==> config.mk <==
export PLATFORM = sky130hd
export DESIGN_NAME = dsp48a1_mac_sequencer
export DESIGN_NICKNAME = d
export VERILOG_FILES = /design/src/rtl/dsp48a1_mac_sequencer.sv
export SDC_FILE = /design/constraint.sdc
export NUM_CORES = 1
export LEC_CHECK = 0
export BUFFER_PORTS_ARGS = -buffer_cell sky130_fd_sc_hd__buf_2
export CAP_MARGIN = 5
export CORE_UTILIZATION = 45
export DETAILED_ROUTE_END_ITERATION = 7
export PLACE_DENSITY_LB_ADDON = 0.05
export SLEW_MARGIN = 20
export SYNTH_ARGS = -nofsm -noshare
export SYNTH_HDL_FRONTEND = slang
export SYNTH_SLANG_ARGS = --single-unit
==> constraint.sdc <==
create_clock -name clk -period 7.03 [get_ports clk]
set_clock_uncertainty 0.1 [all_clocks]
set_input_delay 1.406 -clock clk [delete_from_list [all_inputs] [get_ports clk]]
set_output_delay 1.406 -clock clk [all_outputs]
set_load 0.02 [all_outputs]
==> src/rtl/dsp48a1_mac_sequencer.sv <==
// Drives one DSP48A1 slice as a multiply-accumulate engine.
// Commands stream A/B pairs; the drained P is returned on a valid/ready port.
module dsp48a1_mac_sequencer #(
    parameter int LEN_W    = 16,
    parameter int PIPE_LAT = 3
) (
    input  logic             clk,
    input  logic             rst,
    input  logic             cmd_valid,
    output logic             cmd_ready,
    input  logic [LEN_W-1:0] cmd_len,
    input  logic             cmd_use_init,
    input  logic [47:0]      cmd_init,
    input  logic             op_valid,
    output logic             op_ready,
    input  logic [17:0]      op_a,
    input  logic [17:0]      op_b,
    output logic             res_valid,
    input  logic             res_ready,
    output logic [47:0]      res_data,
    output logic             busy,
    output logic [17:0]      dsp_a,
    output logic [17:0]      dsp_b,
    output logic [17:0]      dsp_d,
    output logic [47:0]      dsp_c,
    output logic [7:0]       dsp_opmode,
    output logic             dsp_ce,
    output logic             dsp_rst,
    input  logic [47:0]      dsp_p
);

    typedef enum logic [2:0] {
        RSTCLR, IDLE, PRIME, ACCUM, DRAIN, RESULT
    } state_t;

    localparam int         CNT_W     = $clog2(PIPE_LAT + 1) + 1;
    localparam logic [7:0] OPM_FIRST = 8'h0D;
    localparam logic [7:0] OPM_ACC   = 8'h09;

    state_t           state, state_n;
    logic [CNT_W-1:0] cnt, cnt_n;
    logic [LEN_W-1:0] rem, rem_n;
    logic             use_init_q;
    logic [47:0]      init_q;
    logic             first_d;
    logic             op_take;
    logic             drain_done;

    assign op_take    = (state == ACCUM) && op_valid;
    assign drain_done = (state == DRAIN) && (cnt == CNT_W'(PIPE_LAT));

    assign cmd_ready = (state == IDLE);
    assign op_ready  = (state == ACCUM);
    assign busy      = (state != IDLE);
    assign dsp_d     = '0;
    assign dsp_rst   = (state == RSTCLR);
    // The slice stays frozen while rst is held, then clears during RSTCLR.
    assign dsp_ce    = !rst && (state == RSTCLR || state == PRIME ||
                                state == ACCUM  || state == DRAIN);

    always_ff @(posedge clk or posedge rst) begin
        if (rst) begin
            state <= RSTCLR;
            cnt   <= '0;
            rem   <= '0;
        end else begin
            state <= state_n;
            cnt   <= cnt_n;
            rem   <= rem_n;
        end
    end

    always_comb begin
        state_n = state;
        cnt_n   = cnt;
        rem_n   = rem;
        unique case (state)
            RSTCLR: begin
                if (cnt == CNT_W'(1)) begin
                    state_n = IDLE;
                    cnt_n   = '0;
                end else begin
                    cnt_n = cnt + CNT_W'(1);
                end
            end
            IDLE: begin
                if (cmd_valid) begin
                    rem_n   = cmd_len;
                    state_n = PRIME;
                end
            end
            PRIME: begin
                cnt_n   = '0;
                state_n = (rem != '0) ? ACCUM : DRAIN;
            end
            ACCUM: begin
                if (op_valid) begin
                    rem_n = rem - LEN_W'(1);
                    if (rem == LEN_W'(1)) state_n = DRAIN;
                end
            end
            DRAIN: begin
                if (drain_done) begin
                    state_n = RESULT;
                    cnt_n   = '0;
                end else begin
                    cnt_n = cnt + CNT_W'(1);
                end
            end
            RESULT: begin
                if (res_ready) state_n = IDLE;
            end
            default: state_n = RSTCLR;
        endcase
    end

    always_ff @(posedge clk or posedge rst) begin
        if (rst) begin
            use_init_q <= 1'b0;
            init_q     <= '0;
            dsp_a      <= '0;
            dsp_b      <= '0;
            dsp_c      <= '0;
            dsp_opmode <= '0;
            first_d    <= 1'b0;
            res_valid  <= 1'b0;
            res_data   <= '0;
        end else begin
            if (state == IDLE && cmd_valid) begin
                use_init_q <= cmd_use_init;
                init_q     <= cmd_init;
            end
            // Non-accepted cycles become zero-product bubbles.
            dsp_a <= op_take ? op_a : '0;
            dsp_b <= op_take ? op_b : '0;
            if (state == PRIME) dsp_c <= use_init_q ? init_q : '0;
            // Opmode lags operands by one cycle to meet the slice M stage.
            first_d    <= (state == PRIME);
            dsp_opmode <= first_d ? OPM_FIRST : OPM_ACC;
            if (drain_done) begin
                res_valid <= 1'b1;
                res_data  <= dsp_p;
            end else if (state == RESULT && res_ready) begin
                res_valid <= 1'b0;
            end
        end
    end

endmodule

==> impl_metrics.py, run 1 <==
metrics = {
    "outcome": {
        "status": "finished clean",
    },
    "power_and_ir_drop": {
        "pwr-share-seq": 0.395,
        "power_switching_mw": 1.73,
        "ir_worst_vdd_uv": 279,
        "p_clk_frac": 0.265,
        "p_leak_nw": 5.81,
        "p_int_mw": 3.08,
        "combPwrFrac": 0.340,
        "power_density_nw_per_um2": 441,
        "p_sw_frac": 0.360,
    },
    "routing": {
        "drtIter0Drc": 268,
        "firstDrtPassIters": 4,
        "routed-wl-met2_microns": 9180,
        "wl_met1_microns": 8380,
        "routed_via_density": 4.92,
        "wl_per_cell_microns": 15.4,
        "ant_nets": 0,
        "dr_wl_met3_microns": 1320,
        "totalWireLength_microns": 19200,
        "vias": 6133,
        "drc": 0,
        "top_layer": "met4",
    },
    "clocking": {
        "htree_levels": 1,
        "postCtsSetupBuffers": 0,
        "cts.clk_slew.worst_paths_ns": 0.06,
        "clkLatencyLatePin_ns": 0.50,
        "cts-resized-gates": 0,
        "cts_buffers": 24,
        "clock_sinks": 207,
        "tritoncts": "done",
        "cts_hold_buf": 0,
        "clock_path_buffers": 3,
        "clockRootBuffer": "clkbuf_16",
    },
    "logic_synthesis": {
        "ys_ff_latch": 207,
        "synth_cell_types": 55,
        "synth_area_per_cell_sq_um": 11.8,
        "synth_most_common_cell": "dfrtp_1",
        "synth_async_sr_flop_share": 1.00,
        "yosys-top-cells-area": "dfrtp_1 61%, mux2_2 13%, nand2_1 4.8%",
        "synthTopCellsByCount": "207 x dfrtp_1, 110 x nand2_1, 97 x mux2_2",
        "synth_top_area_share": 0.607,
        "yosys.area.top_type": "dfrtp_1",
        "ys.flop_type": "dfrtp_1",
        "ys_warn_count": 0,
        "synth_seq_area_share": 0.607,
        "syn_area_sq_um": 8530,
        "synth_edf_count": 0,
        "syn_inst": 723,
    },
    "critical_path": {
        "required_ns": 5.52,
        "slowest_delay_ns": 0.67,
        "critPathKind": "reg2out",
        "crit_buf_inv": 3,
        "arrival_ns": 2.70,
        "slowest_stage": "dfrtp_1",
        "crit_path_end_kind": "primary output",
        "start_kind": "flip-flop",
        "path_cells": "nand3b_1, inv_1, buf_4, buf_2",
        "cpLargestDelayFamily": "buffers and inverters",
        "crit_path_max_fanout": 61,
        "r2r_cells": 6,
        "reg2reg_to": "rem[6]",
        "ff2ff_setup_slack_ns": 4.42,
        "reg2reg_from": "state[1]",
    },
    "timing": {
        "fmax_mhz": 238,
        "period_minus_slack_ns": 4.21,
        "setup_viol": 0,
        "rsz0062_at_grt": "false",
        "max-slew-margin-rel": 0.328,
        "worst_pin_slew_ns": 1.01,
        "hold_slack_ns": 0.254,
        "slew_violations": 0,
        "fin_setup_tns_ns": 0,
        "finalCritPeriodShare": 0.598,
        "final_hold_viol_count": 0,
    },
    "floorplanning": {
        "die_x_microns": 140,
        "die_y_microns": 140,
        "initial_utilization": 0.467,
        "rows": 49,
        "coreArea_sq_um": 18300,
        "io_pins": 318,
        "dieArea_sq_um": 19500,
    },
    "global_route": {
        "grt_pass1_vias": 5997,
        "grt_max_degree": 170,
        "antenna_found_initial": 2,
        "overflow": 0,
        "track_usage": 0.196,
        "grt_pass1_wl_microns": 31100,
    },
    "place": {
        "portBuffers": 294,
        "gp_congestion": 0.767,
        "detailed_place_hpwl_microns": 13000,
    },
    "worst_hold_path": {
        "hp-class": "reg2reg",
        "hold_path_end": "dsp_opmode[2]",
        "hold_start": "first_d",
        "worstHoldPathCells": 0,
    },
    "flow_run": {
        "drv_cap": 0,
    },
    "cells_and_area": {
        "layout-area-overhead-vs-synth_pct": 27.8,
        "final_util": 0.596,
        "nNetsFinal": 1161,
        "drive_above_1_share": 0.439,
    },
}
[cells in the final DEF, fill, tap and decap left out, types with 13 or more instances in the layout]
cell type / count
a21oi_1: 13
and3_1: 36
buf_2: 294
clkbuf_16: 24
conb_1: 24
dfrtp_1: 207
inv_1: 13
mux2_2: 97
nand2_1: 109
nor2_1: 21
o21ai_0: 67
[worst max-delay path by stage]
| stage | cells past startpoint | end | startpoint |
|---|---|---|---|
| 2_1_floorplan | 1 | cnt[0] | rst |
| 3_3_place_gp | 4 | op_ready | state[1] |
| 3_5_place_dp | 4 | op_ready | state[1] |
| 4_1_cts | 4 | op_ready | state[1] |
| 5_1_grt | 4 | op_ready | state[1] |
| 6_report | 4 | op_ready | state[1] |
[layout make-up]
class                   instances  area, sq um
repair buffers                300         1530
clock buffers                  34          698
diodes                          2         5.00
well taps                     229          287
clock inverters                 8          133
multi-input cells             453         3010
flip-flops and latches        207         5180
inverters                      14         56.3
fillers                      1594         7370
[power by group through the flow]
stage / clock network [mW] / logic [mW] / registers, mW
finish: 1.27 / 1.63 / 1.90
global route: 1.36 / 1.81 / 1.97
CTS: 1.31 / 1.66 / 1.90
detailed placement: 0 / 1.65 / 1.92
global placement: 0 / 1.63 / 1.91
floorplan: 0 / 0.921 / 2.14
[metrics by stage]
stage / area [sq um] / cells / setup slack [ns] / total power [mW]
after floorplan: 8610 / 745 / 2.84 / 3.06
after global placement: 10100 / 1203 / 3.34 / 3.54
after detailed placement: 10100 / 1203 / 3.35 / 3.57
after CTS: 10900 / 1245 / 2.81 / 4.87
after global routing: 10900 / 1247 / 2.55 / 5.13
final: 10900 / 1247 / 2.82 / 4.80
[flip-flops by register name (all words and copies together) (netlist names)]
register    flops
state           3
dsp_a          18
rem            16
use_init_q      1
init_q         48
res_valid       1
first_d         1
dsp_c          48
res_data       48
dsp_opmode      2
cnt             3
dsp_b          18
[cells by family (layout without fill, tap and decap cells)]
family / Yosys count / after routing / synth area share
buffers and inverters: 85 / 356 / 0.0509
AND/OR/NAND/NOR: 204 / 204 / 0.115
flip-flops: 207 / 207 / 0.607
adder cells (fa/ha/maj): 7 / 7 / 0.0103
multiplexers: 99 / 99 / 0.130
AO/OA/AOI/OAI: 118 / 118 / 0.0841
XOR/XNOR: 1 / 1 / 0.00103
other: 2 / 26 / 0.000881
[routing by layer]
metal	vias up	global-route usage
li1	3000	-
met1	2898	0.258
met2	209	0.328
met3	26	0.0468
met4	0	0.0486
met5	-	0
No activity file was read; power rests on OpenSTA's default activity.
==> run 2: changes to the inputs <==
--- a/config.mk
+++ b/config.mk
@@ -5,6 +5,7 @@
 export SDC_FILE = /design/constraint.sdc
 export NUM_CORES = 1
 export LEC_CHECK = 0
+export ABC_AREA = 1
 export BUFFER_PORTS_ARGS = -buffer_cell sky130_fd_sc_hd__buf_2
 export CAP_MARGIN = 5
 export CORE_UTILIZATION = 45
==> constraint.sdc (replaced) <==
create_clock -name clk -period 3.7 [get_ports clk]
set_clock_uncertainty 0.1 [all_clocks]
set_input_delay 0.74 -clock clk [delete_from_list [all_inputs] [get_ports clk]]
set_output_delay 0.74 -clock clk [all_outputs]
set_load 0.02 [all_outputs]
==> run 2 against run 1 <==
Compared with the run above:
- die area rose by 3.0%
- synthesized cell count is 29% higher
- non-clock buffer count rose by 4
- wire length is 7.5% higher
- core utilization down 1.1 points
- worst hold slack gained 0.0045 ns
- via count increased by 10%
- setup slack lost 1.7 ns
- global-route usage rose by 1.0 points
- combinational power is 93% higher
- highest routed layer is now met5
==> impl_metrics.py, run 2 <==
metrics = {
    "logic_synthesis": {
        "synth_cell_types": 34,
        "synthTopCellsByCount": "332 x nand2_1, 207 x dfrtp_1, 82 x nor2_1",
        "synth_async_sr_flop_share": 1.00,
        "synth_fa_ha_area_frac": 0.00997,
        "yosys.area_share.simple": 0.204,
        "synth_edf_count": 0,
        "synth_xor_area_frac": 0.00199,
        "syn_area_sq_um": 8780,
        "synth_seq_area_share": 0.590,
        "ys_ff_latch": 207,
        "synth_compound_area_frac": 0.0503,
        "yosys-top-cells-area": "dfrtp_1 59%, nand2_1 14%, mux2_2 5.0%",
        "ys.flop_type": "dfrtp_1",
        "syn_inst": 931,
        "synth_top_area_share": 0.590,
        "synth_area_per_cell_sq_um": 9.43,
        "yosys.area.top_type": "dfrtp_1",
        "ys_warn_count": 0,
        "synth_most_common_cell": "nand2_1",
        "synth_top_family_by_area": "simple AND/OR/NAND/NOR gates",
        "synth.mux.area_fraction": 0.0654,
    },
    "critical_path": {
        "r2r_cells": 4,
        "arrival_ns": 1.71,
        "start_kind": "flip-flop",
        "required_ns": 2.86,
        "slowest_stage": "dfrtp_1",
        "crit_path_end_kind": "primary output",
        "path_cells": "nor2_1, a211oi_1, buf_2",
        "reg2reg_to": "dsp_c[21]",
        "reg2reg_from": "state[2]",
        "crit_path_max_fanout": 12,
        "slowest_delay_ns": 0.67,
        "ff2ff_setup_slack_ns": 1.53,
        "critPathKind": "reg2out",
    },
    "timing": {
        "slew_violations": 0,
        "rsz0062_at_grt": "false",
        "finalCritPeriodShare": 0.689,
        "fmax_mhz": 392,
        "final_hold_viol_count": 0,
        "fin_setup_tns_ns": 0,
        "setup_viol": 0,
        "worst_pin_slew_ns": 1.01,
        "max-slew-margin-rel": 0.324,
        "period_minus_slack_ns": 2.55,
    },
    "power_and_ir_drop": {
        "p_leak_nw": 6.11,
        "p_int_mw": 5.49,
        "pwr-share-seq": 0.403,
        "power_switching_mw": 3.36,
        "ir_worst_vdd_uv": 392,
        "p_sw_frac": 0.379,
        "p_clk_frac": 0.242,
        "power_density_nw_per_um2": 800,
        "combPwrFrac": 0.354,
    },
    "global_route": {
        "overflow": 0,
        "track_usage": 0.207,
        "grt_pass1_vias": 6568,
        "antenna_found_initial": 3,
        "grt_max_degree": 174,
        "grt_pass1_wl_microns": 33100,
    },
    "routing": {
        "wl_met1_microns": 9080,
        "wl_per_cell_microns": 13.8,
        "routed_via_density": 4.53,
        "firstDrtPassIters": 4,
        "dr_wl_met3_microns": 1650,
        "vias": 6770,
        "routed-wl-met2_microns": 9440,
        "totalWireLength_microns": 20600,
        "drc": 0,
        "ant_nets": 0,
        "drtIter0Drc": 267,
        "top_layer": "met5",
    },
    "clocking": {
        "cts.clk_slew.worst_paths_ns": 0.06,
        "cts_buffers": 23,
        "clock_sinks": 207,
        "clock_path_buffers": 3,
        "cts-resized-gates": 0,
        "clockRootBuffer": "clkbuf_16",
        "htree_levels": 1,
        "clkLatencyLatePin_ns": 0.49,
        "tritoncts": "done",
        "postCtsSetupBuffers": 0,
        "cts_hold_buf": 0,
    },
    "cells_and_area": {
        "nNetsFinal": 1377,
        "layout-area-overhead-vs-synth_pct": 25.9,
        "biggestRegsByFlops": "dsp_c: 48 flops, init_q: 48 flops, res_data: 48 flops",
        "final_cells": 1493,
        "design_area_sq_um": 11100,
        "mostFrequentLayoutCells": "332 x nand2_1, 294 x buf_2, 207 x dfrtp_1",
        "drive_above_1_share": 0.331,
        "layout_commonest_cell": "nand2_1",
        "final_util": 0.585,
    },
    "floorplanning": {
        "die_y_microns": 142,
        "die_x_microns": 142,
        "io_pins": 318,
        "initial_utilization": 0.465,
        "dieArea_sq_um": 20100,
        "rows": 50,
        "coreArea_sq_um": 18900,
    },
    "place": {
        "detailed_place_hpwl_microns": 14200,
        "portBuffers": 294,
        "gp_congestion": 0.792,
        "placed_cells": 1451,
        "place_area_sq_um": 10300,
    },
    "outcome": {
        "status": "finished clean",
    },
    "worst_hold_path": {
        "worstHoldPathCells": 0,
        "hold_path_end": "dsp_opmode[2]",
        "hold_start": "first_d",
        "hp-class": "reg2reg",
    },
    "flow_run": {
        "drv_cap": 0,
    },
}
-- run 2: cell types whose count changed in the layout (fill, tap and decap cells not counted), sizes merged, moves of 5 or more --
cell     delta
a21oi       -6
a2bb2oi     -5
and3       -36
inv        +54
mux2       -49
nand2     +226
nand3      +11
nor2       +68
-- run 2: logic make-up (layout without fill, tap and decap cells) --
family,count (synthesis),count (layout)
AOI/OAI and AO/OA,84,84
xor gates and xnor gates,2,2
adders and majority gates,7,7
buffers and inverters,134,412
DFF,207,207
muxes,48,48
other,2,26
and+or+nand+nor,447,447
-- run 2: worst max-delay path by stage --
stage | startpoint | end | slack [ns]
2_1_floorplan | rst | cnt[0] | 0.17
3_3_place_gp | state[1] | res_data[14] | 1.57
3_5_place_dp | state[2] | dsp_c[1] | 1.53
4_1_cts | state[1] | dsp_ce | 1.12
5_1_grt | state[1] | dsp_ce | 1.03
6_report | state[1] | dsp_ce | 1.15
-- run 2: power by group through the flow --
stage / logic [mW] / registers, mW / clock network [mW]
after CTS: 3.19 / 3.57 / 2.21
after global routing: 3.54 / 3.68 / 2.29
after detailed placement: 3.17 / 3.61 / 0
after floorplan: 1.75 / 4.07 / 0
final: 3.14 / 3.57 / 2.15
after global placement: 3.12 / 3.59 / 0
-- run 2: metrics by stage --
stage	total power [mW]	setup WS, ns	hold slack (ns)
final	8.85	1.15	0.258
after global routing	9.51	1.03	0.268
after CTS	8.97	1.12	0.268
after detailed placement	6.78	1.53	0.254
after global placement	6.72	1.57	0.234
after floorplan	5.82	0.174	0.231
-- run 2: area by class of cell --
class	instances	area (sq um)
inverters	68	259
clock buffers	33	683
repair buffers	304	1560
fillers	1731	7830
flip-flops and latches	207	5180
multi-input cells	612	3010
clock inverters	7	41.3
well taps	260	325
diodes	2	5.00
-- run 2: layer usage --
layer  vias to the layer above  global-route usage
met1                      3081               0.267
met3                        33              0.0567
met5                         -                   0
met2                       242               0.345
li1                       3412                   -
met4                         2              0.0498
-- run 2: critical path, delay by kind of cell, from the launching register on --
| kind | cells | cell delay, ns |
|---|---|---|
| compound gates | 1 | 0.20 |
| simple gates | 1 | 0.13 |
| flops | 1 | 0.67 |
| buf+inv | 1 | 0.22 |
